**src/rtl/upc_checkout_monitor.sv**
```systemverilog
// Multi-lane UPC checkout monitor: per-lane registered discount/stolen decode,
// per-lane alarm FSM with hold timer, and shared saturating scan/stolen totals.
//
// state | meaning
// IDLE  | no alarm pending for this lane
// ALARM | stolen item seen; alarm driven until ack or hold timer expiry
module upc_checkout_monitor #(
  parameter int NUM_LANES = 4,
  parameter int CODE_W = 3,
  parameter logic [2**CODE_W-1:0] DISCOUNT_MASK = 8'hEC,
  parameter logic [2**CODE_W-1:0] STOLEN_MASK = 8'h31,
  parameter int CNT_W = 8,
  parameter int ALARM_HOLD = 50
) (
  input  logic                        clk,
  input  logic                        reset_n,
  input  logic [NUM_LANES-1:0]        scan_valid,
  input  logic [NUM_LANES*CODE_W-1:0] scan_code,
  input  logic [NUM_LANES-1:0]        scan_mark,
  input  logic [NUM_LANES-1:0]        alarm_ack,
  input  logic                        clear_totals,
  output logic [NUM_LANES-1:0]        out_valid,
  output logic [NUM_LANES-1:0]        discounted,
  output logic [NUM_LANES-1:0]        stolen,
  output logic [NUM_LANES-1:0]        alarm,
  output logic [CNT_W-1:0]            total_items,
  output logic [CNT_W-1:0]            total_stolen
);

  localparam logic IDLE  = 1'b0;
  localparam logic ALARM = 1'b1;

  localparam int TMR_W = (ALARM_HOLD < 2) ? 1 : $clog2(ALARM_HOLD + 1);
  // Four spare bits absorb up to 8 lanes of increments before clamping.
  localparam int SUM_W = CNT_W + 4;
  localparam logic [SUM_W-1:0] CNT_MAX = {4'b0000, {CNT_W{1'b1}}};
  localparam logic [TMR_W-1:0] HOLD_LOAD = TMR_W'(ALARM_HOLD);

  logic [NUM_LANES-1:0] state;
  logic [TMR_W-1:0]     timer [NUM_LANES];
  logic [NUM_LANES-1:0] disc_c;
  logic [NUM_LANES-1:0] stl_c;
  logic [NUM_LANES-1:0] stl_scan;
  logic [SUM_W-1:0]     items_sum;
  logic [SUM_W-1:0]     stolen_sum;

  always_comb begin
    disc_c     = '0;
    stl_c      = '0;
    items_sum  = {4'b0000, total_items};
    stolen_sum = {4'b0000, total_stolen};
    for (int l = 0; l < NUM_LANES; l++) begin
      disc_c[l]  = DISCOUNT_MASK[scan_code[l*CODE_W +: CODE_W]];
      stl_c[l]   = ~scan_mark[l] & STOLEN_MASK[scan_code[l*CODE_W +: CODE_W]];
      items_sum  = items_sum + SUM_W'(scan_valid[l]);
      stolen_sum = stolen_sum + SUM_W'(scan_valid[l] & stl_c[l]);
    end
  end

  assign stl_scan = scan_valid & stl_c;
  assign alarm    = state;

  always_ff @(posedge clk) begin
    if (!reset_n) begin
      out_valid    <= '0;
      discounted   <= '0;
      stolen       <= '0;
      total_items  <= '0;
      total_stolen <= '0;
      state        <= '0;
      for (int l = 0; l < NUM_LANES; l++) timer[l] <= '0;
    end else begin
      out_valid  <= scan_valid;
      discounted <= scan_valid & disc_c;
      stolen     <= stl_scan;

      if (clear_totals) begin
        total_items  <= '0;
        total_stolen <= '0;
      end else begin
        total_items  <= (items_sum > CNT_MAX) ? CNT_MAX[CNT_W-1:0] : items_sum[CNT_W-1:0];
        total_stolen <= (stolen_sum > CNT_MAX) ? CNT_MAX[CNT_W-1:0] : stolen_sum[CNT_W-1:0];
      end

      for (int l = 0; l < NUM_LANES; l++) begin
        case (state[l])
          IDLE: begin
            if (stl_scan[l]) begin
              state[l] <= ALARM;
              timer[l] <= HOLD_LOAD;
            end
          end
          ALARM: begin
            // A new stolen scan outranks a simultaneous acknowledge.
            if (stl_scan[l]) begin
              timer[l] <= HOLD_LOAD;
            end else if (alarm_ack[l]) begin
              state[l] <= IDLE;
              timer[l] <= '0;
            end else if (ALARM_HOLD > 0) begin
              if (timer[l] == TMR_W'(1)) begin
                state[l] <= IDLE;
                timer[l] <= '0;
              end else begin
                timer[l] <= timer[l] - TMR_W'(1);
              end
            end
          end
          default: state[l] <= IDLE;
        endcase
      end
    end
  end

endmodule

```
**config.mk**
```make
export PLATFORM = sky130hd
export DESIGN_NAME = upc_checkout_monitor
export DESIGN_NICKNAME = d
export VERILOG_FILES = /design/src/rtl/upc_checkout_monitor.sv
export SDC_FILE = /design/constraint.sdc
export NUM_CORES = 1
export LEC_CHECK = 0
export ABC_AREA = 1
export BUFFER_PORTS_ARGS = -buffer_cell sky130_fd_sc_hd__buf_2
export CAP_MARGIN = 10
export CORE_ASPECT_RATIO = 1.4
export CORE_MARGIN = 10
export CORE_UTILIZATION = 49
export CTS_CLUSTER_DIAMETER = 80
export DETAILED_ROUTE_END_ITERATION = 16
export PLACE_DENSITY = 0.75
export SYNTH_ARGS = -nofsm -noshare
export SYNTH_HDL_FRONTEND = slang
export SYNTH_SLANG_ARGS = --single-unit
```
**constraint.sdc**
```tcl
create_clock -name clk -period 2.9 [get_ports clk]
set_clock_uncertainty 0.2 [all_clocks]
set_input_delay 0.435 -clock clk [delete_from_list [all_inputs] [get_ports clk]]
set_output_delay 0.435 -clock clk [all_outputs]
set_load 0.005 [all_outputs]
```
==> results by group, run 1 <==
Timing
  • F_max: 379 MHz
  • Unrepaired setup endpoints after global routing: no
  • Period minus WS final: 2.64 ns
  • Ratio of final minimum period to clock period: 91.0%
  • Max-slew violation count: 0
  • Slew Limit Headroom: 78.4%
  • Least-Margin Pin Slew: 0.323 ns
  • Hold Fails Final Rpt: 0
  • Final setup viols: 0

Routing
  • Drt pass-1 iters: 4
  • DRC errors left: 0
  • Total Routed Length: 6.15 mm
  • Vias: 2,340
  • DRT iter0 DRCs: 84
  • Post-route ant nets: 0
  • Via density: 5.02
  • Avg WL per Cell: 13.2 microns

Run
  • Max capacitance violation total: 0

Critical path
  • Worst setup path startpoint: scan_code[1]
  • Worst Path Class, Setup: in -> reg
  • Critical R2R Launch: total_stolen[0]
  • CP arrival: 2.66 ns
  • CP endpoint kind: flop
  • Critical path required time: 2.93 ns
  • Startpoint Class: primary input
  • Worst Path Max Fanout: 5

Clock tree
  • Post CTS Setup Buffer Count: 0
  • Clock Tree Buf Depth: 2
  • CTS Hold Bufs: 0
  • CTS resizes: 0
  • Clk root buf: clkbuf_8
  • Clk sinks: 56
  • Num CTS Buffers: 5
  • H-tree levels: 2
  • Worst-skew pair later-pin latency: 0.31 ns
  • CTS tree: yes
  • Worst-path clk slew: 0.10 ns

Power
  • Max VDD drop: 0.266 mV
  • PD cells: 451 nW/um^2
  • Lkg Pwr: 1.62 nW
  • Total power: 0.00150 W

Floorplan
  • Initial core utilization: 51.1%
  • Die W: 84.4 microns
  • Core Area: 5570 sq um
  • I/O pins: 59
  • Row cnt: 32
  • Area of the die: 9290 sq um
  • Die H: 110 microns

Final layout
  • Area Growth Syn to Fin: 16.7%
  • Nets@finish: 440
  • Post-Layout Cell Count: 466
  • Antenna diodes: 0
  • Layout cells sized above 1: 22.6%

Synthesis
  • Mapped Cells: 329
  • Post-synth EDFFs: 24
  • Synthesized area per cell: 8.64 sq um
  • Yosys reg bits: 56
  • Mapped Area: 2840 sq um
  • YS warnings: 0
  • Synth Net Count: 372
  • Register area share after synthesis: 47.9%
  • Post-synth cell types: 29
  • Async SR Flop Fraction: 0%
  • Synth Flop Type: dfxtp_1

GRT
  • Vias in the first global route: 2,413
  • Initial antenna violation count: 0
  • Largest net degree at the start of global routing: 18
  • Global-route usage over all layers: 13.6%
  • First-pass GRT wire length: 10.6 mm
  • Grt ovf: 0

Placed design
  • Post-detail-place hpwl: 5.06 mm
  • # port buffers: 58
  • Dpl cells: 458
  • Placer Congestion: 0.814

Worst hold path
  • HP Start: scan_valid[2]
  • HP Class: in -> reg

Status
  • Status: finished, final reports clean
[worst max-delay path: stages]
cell     delay [ns]
buf_2          0.10
nor3b_1        0.18
o21ai_1        0.12
inv_1          0.09
fa_1           0.43
fa_1           0.41
fa_1           0.40
inv_1          0.12
nor3b_2        0.06
nand2_1        0.14
nand3_1        0.09
nand2_1        0.06
inv_1          0.03
[final timing paths]
kind / to / slack (ns) / cells after the start
worst max-delay path: total_stolen[5] / 0.26 / 13
worst min-delay path: out_valid[2] / 0.15 / 3
worst max register to register: total_stolen[5] / 0.49 / 9
worst min register to register: total_stolen[6] / 0.30 / 2
[registers in the layout, indices dropped and copies added (netlist names)]
| signal | cells |
|---|---|
| total_items | 8 |
| alarm | 4 |
| stolen | 4 |
| out_valid | 4 |
| discounted | 4 |
| timer | 24 |
| total_stolen | 8 |
[synth_stat cells, types with 6 or more instances]
cell type	n	area [sq um]
nand3_1	26	130
edfxtp_1	24	721
dfxtp_1	32	641
o21ai_0	11	55.1
nand2_1	55	206
a21oi_1	19	95.1
ha_1	10	125
fa_1	6	120
inv_1	54	203
xnor2_1	8	70.1
nor2_1	42	158
xor2_1	6	52.6
[cell usage in the layout (no fill, tap or decap)]
cell type   synthesis  final
clkbuf_1            0      1
buf_2               0     58
nand3_1            26     26
buf_4               0      5
and2_1              1      1
o21ai_0            11     11
a211oi_1            1      1
xnor2_1             8      8
clkbuf_8            0      5
a21oi_2             2      2
clkinv_2            0      1
or2_2               2      2
ha_1               10     10
o21ai_2             1      1
nand4_1             5      5
xor2_1              6      6
inv_2               3      3
nand2_2             4      4
clkinvlp_4          0      1
dfxtp_1            32     32
inv_1              54     54
and3_1              1      1
nor3b_1             1      1
nand3_2             2      2
nand2_1            55     55
fa_1                6      6
nor3_2              3      3
nor2_4              2      2
nor3_1              2      2
nor3b_2             1      1
nor2_1             42     42
edfxtp_1           24     24
o21ai_1             3      3
a21oi_1            19     19
[through the flow]
stage / utilization [%] / hold slack, ns / worst slack [ns] / cell area (sq um) / setup TNS [ns]
CTS: 59.6 / 0.143 / 0.263 / 3320 / 0
global route: 59.6 / 0.144 / 0.0423 / 3320 / 0
floorplan: - / 0.278 / 0.125 / 2840 / 0
global placement: 58.1 / 0.288 / -0.0354 / 3230 / -0.0396
detailed placement: 58.1 / 0.290 / -0.0669 / 3230 / -0.0968
finish: 59.6 / 0.148 / 0.261 / 3320 / 0
[routing by layer]
| metal | track usage (%) | wire length, microns | vias up |
|---|---|---|---|
| met1 | 14.7 | 2570 | 1084 |
| met3 | 3.82 | 326 | 11 |
| met5 | 0 | 0 | - |
| li1 | - | - | 1186 |
| met2 | 24.6 | 3130 | 59 |
| met4 | 5.66 | 125 | 0 |
[where the power goes]
part	total, W	leakage [nW]	internal, W	switching [W]
Clock	0.000422	0.0412	0.000170	0.000252
Combinational	0.000191	1.07	0.0000799	0.000111
Sequential	0.000883	0.512	0.000859	0.0000248
[cell families after synthesis]
group	after synthesis	share of synthesized area, %
AOI/OAI and AO/OA	37	7.00
xor gates and xnor gates	14	4.31
DFF	56	47.9
adders and majority gates	16	8.63
and+or+nand+nor	147	23.9
buffers and inverters	59	8.32
[layout make-up]
| type | count | area (sq um) |
|---|---|---|
| inverter | 57 | 214 |
| timing repair buffer | 63 | 328 |
| clock buffer | 6 | 72.6 |
| sequential | 56 | 1360 |
| clock inverter | 2 | 12.5 |
| tap | 68 | 85.1 |
| fill | 503 | 2250 |
| multi-input combinational | 214 | 1240 |
No activity file was read; power rests on OpenSTA's default activity.
==> run 2, diff against run 1 <==
Settings changed: CORE_MARGIN 10 to 2.
==> run 2 against run 1 <==
Total power grew 0.59%. Routed wire length shrank 8.7%. Setup slack lost 0.044 ns. Global-route usage grew 5.9 points. Sequential power is essentially flat. Non-clock buffer count shrank 2. Register-to-register slack lost 0.05 ns. Critical path type unchanged.
==> results by group, run 2 (synthesized netlist as in run 1, its figures left out) <==
Placed design
  • Dpl ws: -0.219 ns
  • DP Area: 3220 sq um
  • Placer Congestion: 0.816
  • # port buffers: 58
  • Post-detail-place hpwl: 4.50 mm
  • Dpl cells: 456

Floorplan
  • Initial core utilization: 51.1%
  • Die W: 68.4 microns
  • Die H: 94.1 microns
  • Core Area: 5570 sq um
  • I/O pins: 59
  • Area of the die: 6440 sq um
  • Row cnt: 32

Critical path
  • Worst R2R Path Depth: 9
  • Worst Path Class, Setup: in -> reg
  • Flop2flop setup slack: 0.44 ns
  • Startpoint Class: primary input
  • CP endpoint kind: flop
  • Critical path required time: 2.92 ns
  • Worst Path Max Fanout: 5
  • R2R Path End: total_stolen[5]
  • CP arrival: 2.70 ns
  • Max stage delay on crit path: 0.44 ns
  • Critical R2R Launch: total_stolen[0]
  • CP max stage cell: fa_1
  • Crit path cell chain: buf_2 > nor3b_1 > o21ai_1 > inv_1 > fa_1 > fa_1 > fa_1 > inv_1 > nor3b_2 > nand2_2 > nand3_1 > nand2_1 > inv_1

Timing
  • F_max: 373 MHz
  • Worst setup margin: 0.217 ns
  • Ratio of final minimum period to clock period: 92.5%
  • Max-slew violation count: 0
  • Least-Margin Pin Slew: 0.336 ns
  • Period minus WS final: 2.68 ns
  • Hold Fails Final Rpt: 0
  • Unrepaired setup endpoints after global routing: no
  • Final setup viols: 0
  • Slew Limit Headroom: 77.5%

Routing
  • DRC errors left: 0
  • Vias: 2,310
  • DRT iter0 DRCs: 79
  • Via density: 4.98
  • Drt pass-1 iters: 4
  • Total Routed Length: 5.62 mm
  • Avg WL per Cell: 12.1 microns
  • Post-route ant nets: 0

Final layout
  • Max reg flops: 24
  • Antenna diodes: 0
  • Registers with the most flip-flops: timer: 24 flops, total_items: 8 flops, total_stolen: 8 flops
  • Nets@finish: 438
  • Layout cells sized above 1: 22.5%
  • Biggest register: timer
  • Area Growth Syn to Fin: 16.6%
  • Post-Layout Cell Count: 464
  • Fin area: 3310 sq um
  • Post-layout util: 59.6%
  • Commonest non-fill, non-tap cell in the layout: buf_2
  • Most frequent cells in the layout: buf_2, inv_1, nand2_1, nor2_1, dfxtp_1

Clock tree
  • Clk sinks: 56
  • Clock Tree Buf Depth: 2
  • CTS resizes: 0
  • CTS Hold Bufs: 0
  • Worst-skew pair later-pin latency: 0.31 ns
  • Num CTS Buffers: 5
  • Post CTS Setup Buffer Count: 0
  • Clk root buf: clkbuf_8
  • H-tree levels: 2
  • Worst-path clk slew: 0.10 ns
  • CTS tree: yes

GRT
  • Grt ovf: 0
  • Global-route usage over all layers: 19.5%
  • Met3 Usage GRT: 4.08%
  • Largest net degree at the start of global routing: 16
  • Initial antenna violation count: 0
  • Most Crowded Layer GR: met2
  • GR met2 Demand/Resource: 34.5%
  • GR Layer Usage met1: 22.1%
  • Vias in the first global route: 2,270
  • First-pass GRT wire length: 9.39 mm

Power
  • Clock power frac: 28.8%
  • Max VDD drop: 0.272 mV
  • Sequential share of power: 58.7%
  • Total power: 0.00150 W
  • Lkg Pwr: 1.62 nW
  • Sw Pwr: 0.000371 W
  • PD cells: 454 nW/um^2
  • Sw Share: 24.7%
  • Internal power: 0.00113 W
  • Logic gate share of total power: 12.5%

Worst hold path
  • HP Class: in -> reg
  • Hold Crit Depth: 3
  • Hold endpoint: discounted[1]
  • HP Start: scan_code[4]

Status
  • Status: finished, final reports clean

Run
  • Max capacitance violation total: 0
-- run 2: changes by cell type in the layout (fill, tap and decap cells not counted) --
| cell | before | now |
|---|---|---|
| o21ai_2 | 1 | 2 |
| clkbuf_8 | 5 | 6 |
| o21ai_1 | 3 | 2 |
| buf_4 | 5 | 3 |
| nand2_2 | 4 | 5 |
| clkinv_2 | 1 | 0 |
| clkinvlp_4 | 1 | 0 |
| clkbuf_1 | 1 | 2 |
| nand2_1 | 55 | 54 |
-- run 2: layout make-up --
cell class                      instances  area (sq um)
Timing Repair Buffer                   61           313
Multi-Input combinational cell        214          1250
Sequential cell                        56          1360
Clock buffer                            8          90.1
Tap cell                               68          85.1
Fill cell                             501          2250
Inverter                               57           214
-- run 2: power by group through the flow --
stage	Combinational [W]	Sequential (W)	Clock [W]
6_report	0.000189	0.000883	0.000433
4_1_cts	0.000190	0.000883	0.000450
2_1_floorplan	0.000121	0.000898	0
3_3_place_gp	0.000184	0.000900	0
3_5_place_dp	0.000188	0.000901	0
5_1_grt	0.000216	0.000888	0.000479
-- run 2: critical path, delay by kind of cell --
kind                       cells  cell delay [ns]
buffers and inverters          4             0.35
adders and majority gates      3             1.28
and+or+nand+nor                5             0.51
AOI/OAI and AO/OA              1             0.13
-- run 2: worst max-delay path by stage --
| stage | slack (ns) | from | end |
|---|---|---|---|
| floorplan | 0.12 | scan_code[1] | total_stolen[5] |
| global placement | -0.13 | scan_code[6] | total_stolen[5] |
| detailed placement | -0.22 | scan_code[6] | total_stolen[5] |
| CTS | 0.13 | scan_code[6] | total_stolen[5] |
| global route | 0.05 | scan_code[1] | total_stolen[5] |
| finish | 0.22 | scan_code[1] | total_stolen[5] |
-- run 2: metrics by stage --
stage / setup TNS, ns / hold slack (ns)
floorplan: 0 / 0.278
global placement: -0.445 / 0.289
detailed placement: -1.11 / 0.297
CTS: 0 / 0.134
global route: 0 / 0.158
finish: 0 / 0.147
-- run 2: per-layer routing --
layer | part of all wire, % | wire length (microns) | up-vias
li1 | - | - | 1186
met1 | 40 | 2260 | 1042
met2 | 52 | 2900 | 68
met3 | 5.5 | 311 | 14
met4 | 2.6 | 145 | 0
met5 | 0 | 0 | -
